`src/rtl/ocpapb_fifo.sv`:
```
// ocpapb_fifo: APB-push / OCP-pop mailbox FIFO with APB status read
module ocpapb_fifo #(
  parameter int ADDR_WIDTH = 32,
  parameter int DATA_WIDTH = 32,
  parameter int FIFO_DEPTH = 4
) (
  input  logic                    clk,
  input  logic                    rst,
  input  logic [ADDR_WIDTH-1:0]   apb_paddr_i,
  input  logic                    apb_psel_i,
  input  logic                    apb_penable_i,
  input  logic                    apb_pwrite_i,
  input  logic [DATA_WIDTH-1:0]   apb_pwdata_i,
  output logic [DATA_WIDTH-1:0]   apb_prdata_o,
  output logic                    apb_pready_o,
  input  logic [ADDR_WIDTH-1:0]   ocp_maddr_i,
  input  logic [2:0]              ocp_mcmd_i,
  input  logic [DATA_WIDTH-1:0]   ocp_mdata_i,
  input  logic [DATA_WIDTH/8-1:0] ocp_mbyteen_i,
  output logic                    ocp_scmdaccept_o,
  output logic [DATA_WIDTH-1:0]   ocp_sdata_o,
  output logic [1:0]              ocp_sresp_o
);
  localparam int AW = $clog2(FIFO_DEPTH);
  localparam int CW = AW + 1;
  logic [DATA_WIDTH-1:0] mem_q [FIFO_DEPTH];
  logic [AW-1:0] wptr_q, wptr_d, rptr_q, rptr_d;
  logic [CW-1:0] cnt_q, cnt_d;
  logic [1:0] sresp_q, sresp_d;
  logic [DATA_WIDTH-1:0] sdata_q, sdata_d;
  logic empty, full, access, push, pop, is_read, unused;
  assign unused = ^{apb_paddr_i, ocp_maddr_i, ocp_mdata_i, ocp_mbyteen_i};
  assign empty = cnt_q == '0;
  assign full = cnt_q == CW'(FIFO_DEPTH);
  assign access = !rst && apb_psel_i && apb_penable_i;
  assign is_read = ocp_mcmd_i == 3'd2;
  assign push = access && apb_pwrite_i && !full;
  assign pop = !rst && is_read && !empty;
  assign apb_pready_o = access && (!apb_pwrite_i || !full);
  assign apb_prdata_o = DATA_WIDTH'({16'b0, 8'(cnt_q), 6'b0, full, empty});
  assign ocp_scmdaccept_o = !rst && ocp_mcmd_i != 3'd0;
  assign ocp_sresp_o = sresp_q;
  assign ocp_sdata_o = sdata_q;
  always_comb begin
    wptr_d = wptr_q + AW'(push);
    rptr_d = rptr_q + AW'(pop);
    cnt_d = cnt_q + CW'(push) - CW'(pop);
    sresp_d = (rst || ocp_mcmd_i == 3'd0) ? 2'd0 : is_read ? (empty ? 2'd2 : 2'd1) : 2'd3;
    sdata_d = pop ? mem_q[rptr_q] : '0;
  end
  always_ff @(posedge clk) begin
    sresp_q <= sresp_d;
    sdata_q <= sdata_d;
    if (rst) begin
      wptr_q <= '0;
      rptr_q <= '0;
      cnt_q <= '0;
    end else begin
      wptr_q <= wptr_d;
      rptr_q <= rptr_d;
      cnt_q <= cnt_d;
    end
  end
  always_ff @(posedge clk) begin
    if (push) mem_q[wptr_q] <= apb_pwdata_i;
  end
endmodule

```
`config.mk`:
```
export PLATFORM = sky130hd
export DESIGN_NAME = ocpapb_fifo
export DESIGN_NICKNAME = d
export VERILOG_FILES = /design/src/rtl/ocpapb_fifo.sv
export SDC_FILE = /design/constraint.sdc
export NUM_CORES = 1
export LEC_CHECK = 0
export ABC_CLOCK_PERIOD_IN_PS = 4200
export CAP_MARGIN = 20
export CORE_ASPECT_RATIO = 1.4
export CORE_MARGIN = 2
export CORE_UTILIZATION = 45
export DETAILED_ROUTE_END_ITERATION = 10
export PLACE_DENSITY = 0.77
export SKIP_LAST_GASP = 1
export SYNTH_ARGS = -nofsm -noshare
export SYNTH_HDL_FRONTEND = slang
export SYNTH_SLANG_ARGS = --single-unit
```
`constraint.sdc`:
```
create_clock -name clk -period 4.2 [get_ports clk]
set_clock_uncertainty 0.2 [all_clocks]
set_input_delay 0.42 -clock clk [delete_from_list [all_inputs] [get_ports clk]]
set_output_delay 0.42 -clock clk [all_outputs]
set_load 0.02 [all_outputs]
```
Yosys cells after proc, flatten, opt, wreduce, memory -nomap -nowiden
Memory sizes are Yosys's and may differ from the RTL's. A register that Yosys moved wholly into a read port is not among the register bits.
Index checks and enable logic that the tools add are counted.
- $add $sub $neg: 4
- multipliers: 0
- div/mod/pow operators: 0
- order comparisons: 0
- equal/unequal tests: 2
- shift-type cells: 0
- mux-type cells: 4
- bitwise operators: 0
- reduce and logical (&&, ||, !) cells: 18
- operators with widths (kind ; number):
    1-bit logical AND ; 8
    3-bit logical NOT ; 2
    1-bit logical NOT ; 5
    2-bit by 1-bit adder with 2-bit output ; 2
    2-bit 2-to-1 mux ; 2
    3-bit by 1-bit adder with 3-bit output ; 1
    3-bit by 2-bit equality test with 1-bit output (second input constant) ; 1
    3-bit equality test (second input constant) ; 1
    3-bit nonzero test ; 1
    3-bit by 1-bit subtractor with 3-bit output ; 1
    1-bit logical OR ; 2
    1-bit 2-to-1 mux ; 2
- register bits after elaboration: 9
- latch bits: 0
- memory bits (writable): 128
- bits in read-only memories: 0
- bits of input ports: 140
- output and inout bits: 68
- word-level logic and storage cells: 33
- memories kept: 1
- memories (name ; words ; bits a word ; read ports ; clocked after Yosys merged registers in ; write ports ; RTL line ; source):
    mem_q ; 4 ; 32 ; 1 ; 1 ; 1 ; 26 ; logic [DATA_WIDTH-1:0] mem_q [FIFO_DEPTH];

Depth between registers and ports, before layout
- depth in word-level cells: 7
- mapped depth: 11
- depth with buffers taken out: 10

Worst setup path after synthesis
No wires, ideal clock.
- path kind: register to register
- from: register cnt_q[1]
- to: memory mem_q[1][0] (enable)
- setup time: 0.468 ns
- arrival time: 3.302 ns
- data required time: 3.532 ns
- slack: 0.230 ns
- cell stages (with the launch flop): 4
- path buffers: 0
- clock period less this slack: 3.970 ns
- cell sequence: dfxtp_1 or3b_1 nand3_1 nor3b_1
- cells in the longest elaborated chain, start to end: 5
- ends and longest elaborated chain (what ; RTL line ; source):
    from (decl) ; 28 ; logic [CW-1:0] cnt_q, cnt_d;
    from (signal assigned) ; 61 ; cnt_q <= cnt_d;
    3-bit equality test ; 34 ; assign full = cnt_q == CW'(FIFO_DEPTH);
    1-bit logical NOT ; 37 ; assign push = access && apb_pwrite_i && !full;
    1-bit logical AND ; 37 ;
    1-bit 2-to-1 mux ; 65 ; if (push) mem_q[wptr_q] <= apb_pwdata_i;
    1-bit 2-to-1 mux (not written as such) ; 65 ;
    to (decl) ; 26 ;
Every way passes these cells.

Worst setup path after layout
- from: input rst
- to: register cnt_q[2]
- cells in the longest elaborated chain, start to end: 7
- elaborated cells on any way between the ends: 9
- those cells by class: 2 x add/sub; 7 x reduce/logical
- ends and longest elaborated chain (what ; RTL line ; source):
    from (decl) ; 8 ; input logic rst,
    1-bit logical NOT ; 35, 38 ;
    1-bit logical AND (2 in a row) ; 35 ; assign access = !rst && apb_psel_i && apb_penable_i;
    1-bit logical AND (2 in a row) ; 37 ;
    3-bit by 1-bit adder with 3-bit output ; 47 ; cnt_d = cnt_q + CW'(push) - CW'(pop);
    3-bit by 1-bit subtractor with 3-bit output ; 47 ;
Parallel ways exist; a longest one is shown, timed or not.
A chain may end at the register's enable or synchronous reset.

==> results.md <==
| Item | Reported | Unit |
| --- | --- | --- |
| Net total in the final layout | 550 | - |
| M3 GR Usage | 4.31 | % |
| CTS buffer count | 17 | - |
| Post-synthesis async set-or-reset flop share | 0 | % |
| Hold/Removal Path Class | reg -> reg | - |
| Startpoint of the lowest-slack hold path | wptr_q[1] | - |
| Critical path arrival | 2.91 | ns |
| Warnings from Yosys | 0 | - |
| Fraction of layout instances using a drive strength above 1 | 19.3 | % |
| Post-CTS sizing | 0 | - |
| Worst reg2reg path depth | 8 | - |
| Via count | 2904 | - |
| Average size of a mapped cell | 19.5 | um2 |
| Global routing met2 resource utilization | 24.9 | % |
| Worst Path Class, Setup | in -> reg | - |
| RSZ-0062 raised after global routing | no | - |
| Die Height | 143 | um |
| Proportion of netlist area held by the largest area contributor | 62.1 | % |
| Met1 global-route usage | 18.5 | % |
| Clock transition at the registers of the reported paths | 0.06 | ns |
| Largest net degree at the start of global routing | 35 | - |
| Max-Slew Margin vs Limit | 39.2 | % |
| Number of flip-flops and latches in the synthesized netlist | 169 | - |
| CTS tree | built | - |
| Post-synthesis instance area | 0.00619 | mm2 |
| Total of hold buffers inserted after clock tree synthesis | 0 | - |
| Placer Congestion | 0.686 | - |
| Setup slack, reg-to-reg | 1.50 | ns |
| Max Transition Viols Final | 0 | - |
| CP cell instances | clkdlybuf4s50_1 > and3b_1 > nand3_1 > inv_2 > xnor2_2 > ha_1 > inv_1 > fa_1 > xor2_1 > and2_1 > nor3_1 | - |
| Post-CTS Setup Inserts | 0 | - |
| Port Buffer Count | 80 | - |
| Static Leak | 2.53 | nW |
| Power density cells | 438 | mW/mm2 |
| Horiz. Die Dim | 103 | um |
| Routed vias/inst | 4.82 | - |
| Number of sinks driven by the clock tree | 169 | - |
| Level count of the clock H-tree | 4 | - |
| Number of distinct standard cells referenced by the synthesized netlist | 34 | - |
| Filler Cell Count | 1049 | - |
| Layer with the highest usage | met2 | - |
| Synth top area cells | sky130_fd_sc_hd__edfxtp_1, sky130_fd_sc_hd__dfxtp_1, sky130_fd_sc_hd__mux4_2 | - |
| Worst Path Max Fanout | 13 | - |
| Number of logic stages on the critical path including buffering | 11 | - |
| Transition at the pin with the smallest max-transition slack | 0.911 | ns |
| Global route overflow | 0 | - |
| Average wire per standard cell | 17.0 | um |
| Area leader, netlist | sky130_fd_sc_hd__edfxtp_1 | - |
| Reg2reg start | cnt_q[1] | - |
| Clock latency at the later pin of the worst-skew pair | 0.41 | ns |
| # setup viols final | 0 | - |
| Share of synthesized area occupied by flip-flops and latches | 75.4 | % |
| Setup crit end kind | register | - |
| Worst setup path endpoint | cnt_q[2] | - |
| Starting density of the core | 46.2 | % |
| Antenna Violating Nets Remaining | 0 | - |
| Total GRT Usage | 15.0 | % |
| Worst path required time | 4.32 | ns |
| Worst Setup Slack post-DPL | 0.976 | ns |
| Portion of the clock cycle consumed by the worst path in the final layout | 66.2 | % |
| RR Endpoint | cnt_q[2] | - |
| Tmin final | 2.78 | ns |
| Dpl hpwl | 5980 | um |
| Maximum clock rate | 359 | MHz |
| Number of instances in the synthesized netlist | 317 | - |
| Area enclosed by the die boundary | 0.0147 | mm2 |
| Top Ports | 208 | - |
| DRC Markers | 0 | - |
| Kind of launch point of the worst setup path | input port | - |
| Family of cells with the greatest summed delay on the critical path | buffers and inverters | - |
| Slowest library cell on the worst path | sky130_fd_sc_hd__clkdlybuf4s50_1 | - |
| Number of design-rule violations left by the first detailed-router iteration | 94 | - |
| Number of enable-type register cells in the synthesized netlist | 128 | - |
| Number of search-and-repair iterations in the first detailed-routing pass | 4 | - |
| Worst IR drop on VDD | 0.000255 | V |
| Worst-case setup margin in the final layout | 1.42 | ns |
| First element of the critical path | rst | - |
| Number of max-cap violations | 0 | - |
| Final Hold Vio Count | 0 | - |
| Vias in the first global route | 3078 | - |
| Crit path largest cell delay | 0.62 | ns |
| Total wirelength of the detailed-routed design | 10200 | um |
| Std cell rows | 50 | - |
| Antenna Diode Count | 0 | - |
| Placeable core region | 0.0134 | mm2 |
| Root buffer selected by CTS | sky130_fd_sc_hd__clkbuf_16 | - |
| Antenna violations before repair | 0 | - |
| Prevailing post-synth register cell | sky130_fd_sc_hd__edfxtp_1 | - |
| Final total negative setup slack | 0 | ns |
| Max clock buf depth | 2 | - |
| Global-route wire length before repair | 16000 | um |
| Status | complete, no violations | - |
| Number of buffers and inverters on the critical path | 3 | - |
| Area Overhead vs Synth | 23.1 | % |
==> cells by family (layout without fill, tap and decap cells) <==
logic type      count (synthesis)  count (layout)  share of synthesized area [%]
xor+xnor                        3               3                          0.546
simple gates                   57              57                           5.68
fa+ha+maj                       3               3                          0.728
mux                            33              33                           11.8
other cells                     1              27                         0.0606
buf+inv                        45             122                           5.11
flops                         169             169                           75.4
compound gates                  6               6                          0.687
==> metal layers <==
layer / part of all wire (%) / wire length (um)
met5: 0 / 0
met1: 43 / 4350
met4: 1.1 / 116
met2: 51 / 5260
met3: 4.9 / 501
==> layout make-up <==
| cell class | instances | area [um2] | area share (%) |
|---|---|---|---|
| Inverter | 3 | 11.3 | 0.148 |
| Timing Repair Buffer | 87 | 853 | 11.2 |
| Sequential cell | 169 | 4670 | 61.2 |
| Tap cell | 182 | 228 | 2.99 |
| Clock inverter | 12 | 91.3 | 1.20 |
| Multi-Input combinational cell | 129 | 1320 | 17.4 |
| Clock buffer | 20 | 447 | 5.86 |
==> tightest hold or removal path, delay by kind of cell, from the launching register on <==
family	cells	cell delay, ns
and+or+nand+nor	1	0.04
DFF	1	0.36
xor gates and xnor gates	1	0.17
==> metrics by stage <==
stage | utilization, % | cells | hold WS, ns | total power, W | cell area, um2
2_1_floorplan | - | 343 | 0.319 | 0.00192 | 6290
3_3_place_gp | 52.9 | 570 | 0.373 | 0.00196 | 7080
3_5_place_dp | 52.9 | 570 | 0.399 | 0.00197 | 7080
4_1_cts | 56.9 | 602 | 0.410 | 0.00338 | 7620
5_1_grt | 56.9 | 602 | 0.424 | 0.00345 | 7620
6_report | 56.9 | 602 | 0.407 | 0.00334 | 7620
==> layout by cell type, fill, tap and decap left out, types with 2 or more instances in the layout <==
master / Yosys / routed
sky130_fd_sc_hd__edfxtp_1: 128 / 128
sky130_fd_sc_hd__clkdlybuf4s50_1: 0 / 80
sky130_fd_sc_hd__dfxtp_1: 41 / 39
sky130_fd_sc_hd__mux4_2: 32 / 32
sky130_fd_sc_hd__nor2b_1: 30 / 30
sky130_fd_sc_hd__conb_1: 1 / 27
sky130_fd_sc_hd__clkbuf_16: 0 / 17
sky130_fd_sc_hd__nor2_1: 7 / 7
sky130_fd_sc_hd__buf_4: 30 / 7
sky130_fd_sc_hd__inv_6: 0 / 4
sky130_fd_sc_hd__nor3_1: 4 / 3
sky130_fd_sc_hd__a21oi_1: 3 / 3
sky130_fd_sc_hd__and2b_1: 3 / 3
sky130_fd_sc_hd__clkinvlp_4: 0 / 3
sky130_fd_sc_hd__inv_1: 2 / 2
sky130_fd_sc_hd__or4_1: 2 / 2
sky130_fd_sc_hd__nor3b_2: 0 / 2
sky130_fd_sc_hd__nor2b_2: 2 / 2
sky130_fd_sc_hd__ha_1: 2 / 2
sky130_fd_sc_hd__clkinv_2: 0 / 2
sky130_fd_sc_hd__clkinv_4: 0 / 2
sky130_fd_sc_hd__clkbuf_1: 4 / 2
sky130_fd_sc_hd__dfxtp_2: 0 / 2
==> sequential cells by signal (all words and copies together), names as in the netlist <==
signal       cells
cnt_q            3
mem_q          128
ocp_sdata_o     32
ocp_sresp_o      2
rptr_q           2
wptr_q           2
==> power breakdown <==
group / switching, W / total (W) / internal, W
sequential: 0.00000538 / 0.00181 / 0.00181
combinational: 0.0000636 / 0.000123 / 0.0000591
clock: 0.000628 / 0.00141 / 0.000779
==> synth_stat cells, types with 2 or more instances <==
cell	number
sky130_fd_sc_hd__mux4_2	32
sky130_fd_sc_hd__buf_6	4
sky130_fd_sc_hd__ha_1	2
sky130_fd_sc_hd__buf_4	30
sky130_fd_sc_hd__buf_2	4
sky130_fd_sc_hd__a21oi_1	3
sky130_fd_sc_hd__or4_1	2
sky130_fd_sc_hd__nor3_1	4
sky130_fd_sc_hd__nor3b_1	2
sky130_fd_sc_hd__nor2b_2	2
sky130_fd_sc_hd__nor2b_1	30
sky130_fd_sc_hd__dfxtp_1	41
sky130_fd_sc_hd__inv_1	2
sky130_fd_sc_hd__and2b_1	3
sky130_fd_sc_hd__edfxtp_1	128
sky130_fd_sc_hd__nor2_1	7
sky130_fd_sc_hd__clkbuf_1	4
==> how the worst min path moves through the flow <==
stage	endpoint	slack, ns	cells after the start
2_1_floorplan	mem_q[0][0]	0.32	0
3_3_place_gp	wptr_q[1]	0.37	2
3_5_place_dp	wptr_q[1]	0.40	2
4_1_cts	wptr_q[1]	0.41	2
5_1_grt	mem_q[0][21]	0.42	1
6_report	wptr_q[1]	0.41	2
No activity file was read; power rests on OpenSTA's default activity.
